`config.mk`:
```
export PLATFORM = sky130hd
export DESIGN_NAME = reg_file_flat
export DESIGN_NICKNAME = d
export VERILOG_FILES = /design/src/rtl/reg_file_if.sv /design/src/rtl/reg_file.sv /design/src/flat_wrapper.sv
export SDC_FILE = /design/constraint.sdc
export NUM_CORES = 2
export LEC_CHECK = 0
export BUFFER_PORTS_ARGS = -buffer_cell sky130_fd_sc_hd__buf_2
export CAP_MARGIN = 20
export CORE_MARGIN = 10
export CORE_UTILIZATION = 35
export CTS_CLUSTER_SIZE = 24
export DETAILED_ROUTE_END_ITERATION = 10
export GPL_ROUTABILITY_DRIVEN = 0
export HOLD_SLACK_MARGIN = 0.08
export PLACE_DENSITY_LB_ADDON = 0.1
export SETUP_SLACK_MARGIN = 0.02
export SYNTH_ARGS = -nofsm -noshare
export SYNTH_HDL_FRONTEND = slang
export SYNTH_SLANG_ARGS = --single-unit
```
`constraint.sdc`:
```
create_clock -name clk -period 3.14 [get_ports clk]
set_input_delay 0.628 -clock clk [delete_from_list [all_inputs] [get_ports clk]]
set_output_delay 0.628 -clock clk [all_outputs]
set_load 0.01 [all_outputs]
```
`src/rtl/reg_file_if.sv`:
```
// rtl/reg_file_if.sv - register file bus: two ID-stage read ports and one WB write port
interface reg_file_if #(
  parameter int DATA_WIDTH = 32,
  parameter int ADDR_WIDTH = 5
);
  logic                  read_en_1;
  logic [ADDR_WIDTH-1:0] read_addr_1;
  logic [DATA_WIDTH-1:0] read_data_1;
  logic                  read_en_2;
  logic [ADDR_WIDTH-1:0] read_addr_2;
  logic [DATA_WIDTH-1:0] read_data_2;
  logic                  write_en;
  logic [ADDR_WIDTH-1:0] write_addr;
  logic [DATA_WIDTH-1:0] write_data;

  modport master (
    output read_en_1, read_addr_1, read_en_2, read_addr_2,
    output write_en, write_addr, write_data,
    input  read_data_1, read_data_2
  );

  modport slave (
    input  read_en_1, read_addr_1, read_en_2, read_addr_2,
    input  write_en, write_addr, write_data,
    output read_data_1, read_data_2
  );
endinterface

```
`src/rtl/reg_file.sv`:
```
// rtl/reg_file.sv - 32x32 MIPS register file, $zero hardwired, combinational reads
// Optional write-first bypass enabled by defining REGFILE_BYPASS_EN.
module reg_file #(
  parameter int DATA_WIDTH = 32,
  parameter int ADDR_WIDTH = 5
) (
  input  logic        clk,
  input  logic        rst_n,
  reg_file_if.slave   rf
);
  localparam int DEPTH = 1 << ADDR_WIDTH;

  logic [DATA_WIDTH-1:0] regs_q [DEPTH];
  logic [DATA_WIDTH-1:0] read_data_1_d;
  logic [DATA_WIDTH-1:0] read_data_2_d;
  logic                  write_hit_d;

  assign write_hit_d = rf.write_en && (rf.write_addr != '0);

  always_ff @(posedge clk or negedge rst_n) begin
    if (!rst_n) begin
      for (int i = 0; i < DEPTH; i++) begin
        regs_q[i] <= '0;
      end
    end else if (write_hit_d) begin
      regs_q[rf.write_addr] <= rf.write_data;
    end
  end

  // Address 0 short-circuits before any bypass so $zero never forwards a write.
  always_comb begin
    read_data_1_d = '0;
    if (rst_n && rf.read_en_1 && (rf.read_addr_1 != '0)) begin
      read_data_1_d = regs_q[rf.read_addr_1];
`ifdef REGFILE_BYPASS_EN
      if (rf.write_en && (rf.write_addr == rf.read_addr_1)) begin
        read_data_1_d = rf.write_data;
      end
`endif
    end
  end

  always_comb begin
    read_data_2_d = '0;
    if (rst_n && rf.read_en_2 && (rf.read_addr_2 != '0)) begin
      read_data_2_d = regs_q[rf.read_addr_2];
`ifdef REGFILE_BYPASS_EN
      if (rf.write_en && (rf.write_addr == rf.read_addr_2)) begin
        read_data_2_d = rf.write_data;
      end
`endif
    end
  end

  assign rf.read_data_1 = read_data_1_d;
  assign rf.read_data_2 = read_data_2_d;
endmodule

```
`src/flat_wrapper.sv`:
```
// flat-port wrapper written by rule: the top's interface ports become plain ports
module reg_file_flat 
#(
  parameter int DATA_WIDTH = 32,
  parameter int ADDR_WIDTH = 5
)
  (clk, rst_n, rf_read_en_1, rf_read_addr_1, rf_read_en_2, rf_read_addr_2, rf_write_en, rf_write_addr, rf_write_data, rf_read_data_1, rf_read_data_2);
  reg_file_if #(.DATA_WIDTH(DATA_WIDTH), .ADDR_WIDTH(ADDR_WIDTH)) rf_i ();
  input  logic clk;
  input  logic rst_n;
  input wire logic [$bits(rf_i.read_en_1)-1:0] rf_read_en_1;
  input wire logic [$bits(rf_i.read_addr_1)-1:0] rf_read_addr_1;
  input wire logic [$bits(rf_i.read_en_2)-1:0] rf_read_en_2;
  input wire logic [$bits(rf_i.read_addr_2)-1:0] rf_read_addr_2;
  input wire logic [$bits(rf_i.write_en)-1:0] rf_write_en;
  input wire logic [$bits(rf_i.write_addr)-1:0] rf_write_addr;
  input wire logic [$bits(rf_i.write_data)-1:0] rf_write_data;
  output wire logic [$bits(rf_i.read_data_1)-1:0] rf_read_data_1;
  output wire logic [$bits(rf_i.read_data_2)-1:0] rf_read_data_2;
  assign rf_i.read_en_1 = rf_read_en_1;
  assign rf_i.read_addr_1 = rf_read_addr_1;
  assign rf_i.read_en_2 = rf_read_en_2;
  assign rf_i.read_addr_2 = rf_read_addr_2;
  assign rf_i.write_en = rf_write_en;
  assign rf_i.write_addr = rf_write_addr;
  assign rf_i.write_data = rf_write_data;
  assign rf_read_data_1 = rf_i.read_data_1;
  assign rf_read_data_2 = rf_i.read_data_2;
  reg_file #(.DATA_WIDTH(DATA_WIDTH), .ADDR_WIDTH(ADDR_WIDTH)) u_core (.clk(clk), .rst_n(rst_n), .rf(rf_i));
endmodule
```
==> results.md <==
* First-pass GRT wire length at 319900 microns
* Peak supply drop at 0.5974 mV
* Max-cap check violation count at 0
* Residual overflow from global routing at 0
* Half-perimeter wire length of the detailed placement result at 144000 microns
* Biggest register: u_core.regs_q
* Final-report max-slew violation count at 0
* DRC marker count from the first detailed-route iteration at 3211
* Die Wd at 417.1 microns
* Multi-input gate area in the final layout at 29220 sq um
* Cell types occupying the most area after synthesis: dfrtp_1 46%, mux2_2 22%, mux4_2 9.1%
* Die Outline Area at 174000 sq um
* Largest net degree at the start of global routing at 155
* Worst setup SP type: flop
* Fraction of registers with async set/reset at 1.000
* # nets final at 4356
* Synth Net Count at 3986
* Worst-skew pair later-pin latency at 770 ps
* Standard-cell rows at 145
* Number of cells on the worst reg-to-reg path at 3
* DRT antenna net count at 0
* Post-route worst setup slack at -157.3 ps
* Top library cells by usage in the layout, fill and taps aside: 1024 x dfrtp_1, 1012 x mux2_2, 475 x mux2i_1, 358 x buf_4, 270 x mux4_2
* Final hold slack at 95.95 ps
* Clk root buf: clkbuf_16
* Largest fanout on the critical path at 2
* Drt via density at 5.940
* CP top delay family: multiplexers
* Required time of the worst setup path at 2510 ps
* Worst slew slack as a fraction of its limit at 0.3170
* Number of antenna violations at the first check in global routing at 13
* Registers with the most flip-flops: u_core.regs_q: 1024 flops
* Post-Route Skew at 0 ps
* # port buffers at 115
* Clock input transition at the sequential cells of the worst setup and hold paths at 60 ps
* Crit path capture type: primary output
* Number of flip-flops in the largest register at 1024
* Clock tree from TritonCTS: yes
* Period minus WS final at 3297 ps
* Top flip-flop cell by instance count after synthesis: dfrtp_1
* Share of cells above drive strength 1 at 0.5502
* Count of clock tree sinks at 1024
* Final Cycle Share at 1.050
* Layout filler cell count at 14.21k
* Total number of vias at 38.33k
* Number of distinct library cell variants in the gate-level netlist after synthesis at 46
* Data arrival at the endpoint of the critical path at 2670 ps
* Count of flip-flops with a built-in enable after synthesis at 0
* Series of cell instances along the critical path: mux4_2, mux2_4, a221oi_4, buf_4, a211oi_4, buf_2
* Average instance area after synthesis at 14.03 sq um
* Actual transition at the worst max-transition pin at 1025 ps
* Type of the worst min-delay path: primary input to async pin
* Biggest cell delay along the critical path at 490 ps
* Mapped cell area at 55190 sq um
* Static leakage at 0.03073 uW
* I/O Pins at 116
* Number of global-route vias before repair at 39.82k
* DP Area at 61350 sq um
* Outcome: complete, but fails checks
* Cell taking the most area after synthesis: dfrtp_1
* Count of buffering cells on the critical path with inverters included at 2
* Core area at 156600 sq um
* Most common cell after layout, fill and taps aside: dfrtp_1
* Initial DRT Pass Iterations at 5
* Flip-flop and latch count after synthesis at 1024
* Number of remaining DRC errors at 0
* Setup violators final at 28
* RSZ-0062 raised after global routing: yes
* Finished Cell Area at 69350 sq um
* TritonCTS Buffers at 130
* Critical-path top delay cell: mux4_2
* Yosys synthesis warning count at 0
* Type of the setup path with the least slack: flop to primary output
* Avg WL per Cell at 35.20 microns
* Reg area at 25620 sq um
* Total power divided by cell area at 605.7 nW/um^2
* Global-route usage over all layers at 0.2549
* Failing checks: setup timing
* DRT Wirelength at 227100 microns
* Proportion of synthesized chip area in sequential cells at 0.4643
* Synth top area share at 0.4643
* Number of stages on the worst setup path at 6
* Bufs on Longest Clock Path at 3
* Initial cell density of the core at 0.3525
* Hold Violations, Final at 0
* Maximum clock rate at 0.3033 GHz
* Post-Syn Instances at 3934
* CTS H-tree depth at 4
* Die extent in y at 417.1 microns
* Syn-to-layout area delta at 25.65%
==> power breakdown <==
| group | internal, uW | switching, uW | leakage (uW) |
|---|---|---|---|
| Sequential | 15700 | 2000 | 0.0131 |
| Combinational | 5330 | 4030 | 0.0155 |
| Clock | 8930 | 6010 | 0.00206 |
==> path summary, 6_finish.rpt <==
check / from / end / slack, ps
worst max-delay path: u_core.regs_q[116] / rf_read_data_1[20] / -160
worst min register to register: u_core.regs_q[1022] / u_core.regs_q[1022] / 400
min in group clk: u_core.regs_q[1022] / u_core.regs_q[1022] / 400
worst max register to register: u_core.regs_q[116] / u_core.regs_q[116] / 2090
max in group asynchronous: rst_n / u_core.regs_q[356] / 900
worst min-delay path: rst_n / u_core.regs_q[749] / 100
==> routing by layer <==
| metal | track usage | vias to the layer above | routed length, microns |
|---|---|---|---|
| li1 | - | 15880 | - |
| met1 | 0.3513 | 20970 | 103200 |
| met2 | 0.4129 | 1140 | 106300 |
| met3 | 0.03834 | 336 | 10720 |
| met4 | 0.07703 | 2 | 6815 |
| met5 | 0 | - | 13 |
==> worst reg2reg max path, cell delays in order, from the launching register on <==
cell and delay, ps:
dfrtp_1 410, buf_4 140, buf_4 130, mux2_2 250
==> metrics by stage <==
stage / setup TNS, ps / cells / util / power (uW) / setup WS (ps)
floorplan: 0 / 3934 / - / 22810 / 398.1
global placement: -13320 / 6085 / 0.3918 / 25820 / -673.4
detailed placement: -12980 / 6086 / 0.3918 / 25930 / -688.5
CTS: -3669 / 6420 / 0.4386 / 42040 / -252.2
global route: -3301 / 6449 / 0.4429 / 43700 / -226.5
finish: -1917 / 6452 / 0.4429 / 42000 / -157.3
==> cells in the mapped netlist, types with 32 or more instances <==
master	count
a211oi_1	57
a21oi_1	34
a221oi_1	62
a22oi_1	110
buf_1	50
buf_2	92
buf_4	56
clkbuf_1	221
dfrtp_1	1024
mux2_2	1062
mux2i_1	476
mux4_1	52
mux4_2	223
nand2_1	107
nand3_1	32
nand4_1	32
o221ai_1	32
o22ai_1	32
==> cell type report <==
| class | count | share of cell area |
|---|---|---|
| inverter | 2 | 0.0001443 |
| clock buffer | 195 | 0.05631 |
| multi-input combinational | 2461 | 0.4214 |
| clock inverter | 22 | 0.003717 |
| antenna | 5 | 0.0001804 |
| sequential | 1024 | 0.3695 |
| tap | 2058 | 0.03713 |
| timing repair buffer | 685 | 0.1116 |
==> repair_timing <==
item	CTS	global route
gates resized for setup	420	93
hold buffers	2	0
setup endpoints to repair	62	59
pin swaps	91	78
cloned	15	5
buffers inserted	121	29
hold endpoints to repair	25	0
==> kinds of logic (layout without fill, tap and decap cells) <==
logic type,count (synthesis),count (layout),synth area share
buf+inv,449,904,0.04003
other cells,0,5,0
simple gates,226,226,0.01959
mux,1822,1822,0.4206
flops,1024,1024,0.4643
compound gates,413,413,0.05554
Note: power is estimated with default switching activity, not from simulation.
